`config.mk`:
```
export PLATFORM = sky130hd
export DESIGN_NAME = card_shoe
export DESIGN_NICKNAME = d
export VERILOG_FILES = /design/src/rtl/card_shoe.sv
export SDC_FILE = /design/constraint.sdc
export NUM_CORES = 1
export LEC_CHECK = 0
export CAP_MARGIN = 20
export CELL_PAD_IN_SITES_DETAIL_PLACEMENT = 0
export CELL_PAD_IN_SITES_GLOBAL_PLACEMENT = 1
export CORE_MARGIN = 5
export CORE_UTILIZATION = 31
export DETAILED_ROUTE_END_ITERATION = 6
export GPL_ROUTABILITY_DRIVEN = 0
export PLACE_DENSITY_LB_ADDON = 0.1
export SLEW_MARGIN = 40
export SYNTH_ARGS = -nofsm -noshare
export SYNTH_HDL_FRONTEND = slang
export SYNTH_SLANG_ARGS = --single-unit
```
`constraint.sdc`:
```
create_clock -name clock -period 2.03 [get_ports clock]
set_clock_uncertainty 0.2 [all_clocks]
set_input_delay 0.5075 -clock clock [delete_from_list [all_inputs] [get_ports clock]]
set_output_delay 0.5075 -clock clock [all_outputs]
set_load 0.02 [all_outputs]
```
`src/rtl/card_shoe.sv`:
```
// card_shoe: card source for the blackjack datapath.
// On a draw request the current rank from the free-running 1-10 counter is
// latched and a card of that rank is dealt; exhausted ranks are skipped by
// walking upward (10 wraps to 1) one rank per cycle.
// Build option CARD_SHOE_DEPLETION_EN:
//   defined   -> finite 52-card shoe with per-rank counters
//   undefined -> infinite shoe; every search hits at once, cards_left stays 52
module card_shoe (
  input  logic       clock,
  input  logic       reset_n,
  input  logic [3:0] rand_in,
  input  logic       draw,
  input  logic       refill,
  output logic [3:0] card,
  output logic       card_valid,
  output logic       busy,
  output logic       empty,
  output logic [5:0] cards_left
);

  typedef enum logic {
    IDLE,
    SEARCH
  } state_t;

  state_t     state, state_next;
  logic [3:0] rank, rank_next;
  logic       hit;
  logic       deal;

  // Clamp the counter value into the legal 1..10 range.
  function automatic logic [3:0] sanitize(input logic [3:0] r);
    if (r == 4'd0)       return 4'd1;
    else if (r > 4'd10)  return 4'd10;
    else                 return r;
  endfunction

  // Next rank to probe when the current one is exhausted.
  function automatic logic [3:0] advance(input logic [3:0] r);
    return (r == 4'd10) ? 4'd1 : r + 4'd1;
  endfunction

  assign busy = (state == SEARCH);

`ifdef CARD_SHOE_DEPLETION_EN
  logic [2:0] count_low [1:9];  // ranks 1..9, 0..4 each
  logic [4:0] count_ten;        // rank 10, 0..16

  // Does the shoe still hold a card of the rank being probed?
  always_comb begin
    if (rank == 4'd10) hit = (count_ten != 5'd0);
    else               hit = (count_low[rank] != 3'd0);
  end

  // Per-rank counters, total and empty flag; refill beats any deal.
  // NOTE: the counter array is reset along with everything else because the
  // shoe must be full straight out of reset; it is a handful of flops, not RAM.
  always_ff @(posedge clock or negedge reset_n) begin
    if (!reset_n) begin
      for (int i = 1; i <= 9; i++) count_low[i] <= 3'd4;
      count_ten  <= 5'd16;
      cards_left <= 6'd52;
      empty      <= 1'b0;
    end else if (refill) begin
      for (int i = 1; i <= 9; i++) count_low[i] <= 3'd4;
      count_ten  <= 5'd16;
      cards_left <= 6'd52;
      empty      <= 1'b0;
    end else if (deal) begin
      if (rank == 4'd10) count_ten       <= count_ten - 5'd1;
      else               count_low[rank] <= count_low[rank] - 3'd1;
      cards_left <= cards_left - 6'd1;
      empty      <= (cards_left == 6'd1);
    end
  end
`else
  // Infinite shoe: every rank is always available.
  assign hit        = 1'b1;
  assign cards_left = 6'd52;
  assign empty      = 1'b0;
`endif

  // State, latched rank and dealt-card registers.
  // NOTE: sequential state uses non-blocking assignments so every register
  // samples pre-edge values regardless of statement order.
  always_ff @(posedge clock or negedge reset_n) begin
    if (!reset_n) begin
      state      <= IDLE;
      rank       <= 4'd1;
      card       <= 4'd0;
      card_valid <= 1'b0;
    end else begin
      state      <= state_next;
      rank       <= rank_next;
      card_valid <= deal;
      if (deal) card <= rank;
    end
  end

  // Next-state logic: accept draws in IDLE, walk ranks in SEARCH.
  always_comb begin
    // NOTE: every output of this block gets a default first so no path
    // leaves one unassigned and a latch is never inferred.
    state_next = state;
    rank_next  = rank;
    deal       = 1'b0;
    if (refill) begin
      state_next = IDLE;
    end else begin
      unique case (state)
        IDLE: begin
          if (draw && !empty) begin
            rank_next  = sanitize(rand_in);
            state_next = SEARCH;
          end
        end
        SEARCH: begin
          if (hit) begin
            deal       = 1'b1;
            state_next = IDLE;
          end else begin
            rank_next = advance(rank);
          end
        end
        default: state_next = IDLE;
      endcase
    end
  end

endmodule

```
* Word level (Yosys, flattened, before mapping)
Cells that the tools add are included.
** Word-level totals
- RAM bits :: 0
- Word-level logic and storage cells :: 19
- Input bits :: 8
- Memories :: 0
- Bits in latches :: 0
- Output and inout bits :: 13
- Register bits :: 10
- ROM bits :: 0
** Operators by class
- Muxes and demuxes :: 9
- $mul :: 0
- $lt $le $gt $ge :: 1
- Bitwise gates (word level) :: 2
- Equality and inequality tests :: 1
- Reductions and logical operators :: 2
- Shift operators :: 0
- Div/mod/pow operators :: 0
- Add/sub/neg operators :: 0
** Operators with widths (number)
- $mux W4 :: 4
- $gt A4 B4 Y1 const B :: 1
- $logic_not A4 Y1 :: 1
- $mux W1 :: 4
- $reduce_and A3 Y1 :: 1
- $ne A2 B2 Y1 const B :: 1
- $not A1 Y1 :: 2
- $pmux W1 S2 :: 1

* Logic depth before layout (Yosys ltp)
- Word-level depth :: 5
- Mapped depth :: 3
- Gate-level depth less buffers :: 3

* Least setup slack after synthesis
OpenSTA, ideal clock, no wires.
- Path type :: in2reg
- Start point :: input port refill
- End point :: register rank[3]
- Library setup time :: 125 ps
- Slack :: 574 ps
- Buffers on the path :: 0
- Stages :: 2
- Arrival time :: 1131 ps
- Required time :: 1705 ps
- Cells stage by stage :: nor3b_4 mux2_4
** Between the ends
- Cells in the longest elaborated chain, start to end :: 2
** Ends and longest elaborated chain
- start, declared :: RTL line 13 : input logic refill,
- $not A1 Y1 (no source line)
- $reduce_and A3 Y1 (no source line)
- end signal, assigned :: RTL line 94 : rank <= rank_next;
- end, declared :: RTL line 27 : logic [3:0] rank, rank_next;
Every way passes these cells.
A chain may end at the register's enable or synchronous reset.

* Worst setup path in the final report
- Start point :: register state (netlist: busy)
- End point :: output port busy
** RTL lines
- start, declared :: RTL line 26 : state_t state, state_next;
- start signal, assigned :: RTL line 93 : state <= state_next;
- end, declared :: RTL line 16 : output logic busy,
No word-level cell between the ends.

==> results.cfg <==
[clock_tree]
clk_latency_ns = 0.26
post-cts-setup-buffers = 0
hold_buffers = 0
cts_buffers = 3
cts_resized = 0
ctsLongestPathBuffers = 2
cts.clk_slew.worst_paths_ns = 0.06
htreeDepth = 1
cts.sinks = 10
ctsRootBufferMaster = clkbuf_4
cts_tree = built

[pwr]
p_sw_frac = 0.280
p_sw_mw = 0.159
power.share.clock = 0.243
combPwrFrac = 0.301
leakage_nw = 0.278
ir_drop_mv = 0.331
internal_power_mw = 0.410
power.density_nw_per_um2 = 923
power_frac_seq = 0.456

[grt]
first_global_vias = 286
grt_max_degree = 11
grt_pass1_wl_um = 1320
antenna_found_initial = 0
gr-usage-all-layers = 0.0742
overflow = 0

[cells_and_area]
area_growth_syn_to_layout_pct = 32.9
nets = 61
antenna_cells = 0
nFillCells = 154
final_core_util = 0.424
regArea_um2 = 251
multi_input_area_um2 = 170
layout-drive-gt1-share = 0.269

[synthesis]
syn_area_um2 = 464
ys_warn_count = 0
syn_inst = 36
synth_cell_type_count = 14
seq_area_frac_synth = 0.542
ys_top_cells_by_area = dfrtp_1 49%, buf_4 11%, mux2_2 9.7%
netlist.area_leader.share = 0.485
synth_largest_area_cell = dfrtp_1
ys_ff_latch = 10
syn_avg_cell_area_um2 = 12.9

[floorplan]
io_pins = 21
fp.dieArea_um2 = 2370
die_x_um = 48.7
std_cell_rows = 14
initial_core_util = 0.319
die-height_um = 48.7
core_area_um2 = 1450

[place]
dp_hpwl_um = 678
io_buffers = 13

[routing]
viasPerCell = 4.21
wl_per_cell_um = 12.0
vias = 286
wirelength_um = 813
drc = 0
first_pass_iters = 1
drt_iter0_drc = 0
ant_nets = 0

[status]
outcome = completed

[setup_path]
cp.required_ns = 1.32
critPathMaxFanout = 3
critPathMaxStageDelay_ns = 0.62
cp-end-kind = primary output
critPathLaunchType = flip-flop
cpMaxStageDelayCell = clkdlybuf4s50_1
path_buf_inv = 1
path_cells = clkdlybuf4s50_1
worstPathArrival_ns = 1.28
critPathKind = flip-flop to primary output
path_delay_family = buffers and inverters

[timing]
finalCriticalPeriod_ns = 1.98
finalHoldViolCount = 0
rsz0062_at_grt = no
slew_viol_final = 0
finalCritPeriodShare = 0.977
setup_violations = 0
max_freq_ghz = 0.504
tns_ns = 0

[run]
maxCapViolCount = 0

[hold_path]
hp-class = flip-flop to flip-flop
[cells in the final DEF, fill, tap and decap left out, drive strengths merged]
master,instances
clkdlybuf4s50,13
dfrtp,9
conb,7
mux2,6
clkbuf,4
nor2b,2
nor2,2
a21oi,2
buf,2
nor3b,1
inv,1
maj3,1
a31o,1
dfstp,1
[logic make-up (layout without fill, tap and decap cells)]
| group | after synthesis | in the layout | share of synthesized area |
|---|---|---|---|
| simple gates | 5 | 5 | 0.0836 |
| other cells | 2 | 7 | 0.0162 |
| buf+inv | 9 | 20 | 0.132 |
| fa+ha+maj | 1 | 1 | 0.0243 |
| flops | 10 | 10 | 0.542 |
| mux | 6 | 6 | 0.162 |
| compound gates | 3 | 3 | 0.0404 |
[routing by layer]
metal / up-vias / global-route usage / share of wire / wire length (um)
li1: 133 / - / - / -
met1: 132 / 0.0875 / 0.42 / 340
met2: 17 / 0.0978 / 0.45 / 364
met3: 4 / 0.0153 / 0.084 / 68
met4: 0 / 0.0942 / 0.048 / 39
met5: - / 0 / 0 / 0
[final cells by class]
cell class | count | area share
timing repair buffer | 15 | 0.235
tap | 16 | 0.0325
clock buffer | 4 | 0.0426
multi-input combinational | 22 | 0.276
inverter | 1 | 0.00609
sequential | 10 | 0.408
[power by group through the flow]
| stage | Combinational, mW | Clock [mW] | Sequential (mW) |
|---|---|---|---|
| 5_1_grt | 0.181 | 0.155 | 0.265 |
| 6_report | 0.171 | 0.139 | 0.259 |
| 4_1_cts | 0.174 | 0.147 | 0.261 |
| 3_5_place_dp | 0.174 | 0 | 0.264 |
| 3_3_place_gp | 0.171 | 0 | 0.263 |
| 2_1_floorplan | 0.0698 | 0 | 0.293 |
[flip-flops by register name (all words and copies together) (netlist names)]
register,flops
rank,4
card_valid,1
busy,1
card,4
[synthesized netlist by cell type]
cell type / number
a21oi_1: 2
a31o_1: 1
buf_4: 7
clkbuf_2: 1
conb_1: 2
dfrtp_1: 9
dfstp_2: 1
inv_1: 1
maj3_2: 1
mux2_2: 4
mux2_4: 2
nor2_1: 2
nor2b_1: 2
nor3b_4: 1
[final timing paths]
| check | start | end | slack (ns) | depth (start not counted) |
|---|---|---|---|---|
| worst max-delay path | busy | busy | 0.05 | 1 |
| worst min-delay path | card[1] | card[1] | 0.31 | 1 |
| worst max register to register | busy | rank[3] | 0.64 | 2 |
| worst min register to register | card[1] | card[1] | 0.31 | 1 |
| max in group asynchronous | reset_n | rank[0] | 0.93 | 1 |
| min in group asynchronous | reset_n | card[3] | 0.36 | 1 |
[through the flow]
step	power [mW]	setup WS [ns]	hold WS (ns)	cell area, um2	cells
finish	0.569	0.0469	0.307	617	68
global route	0.601	0.0110	0.331	617	68
floorplan	0.363	0.574	0.0119	483	41
detailed placement	0.438	0.0255	0.295	591	64
global placement	0.434	0.0566	0.287	591	64
CTS	0.581	0.0309	0.309	617	68
[worst reg2reg max path: cells and delay by family, from the launching register on]
| kind | cells | cell delay, ns |
|---|---|---|
| DFF | 1 | 0.41 |
| muxes | 1 | 0.33 |
| and+or+nand+nor | 1 | 0.34 |
No activity file was read; power rests on OpenSTA's default activity.
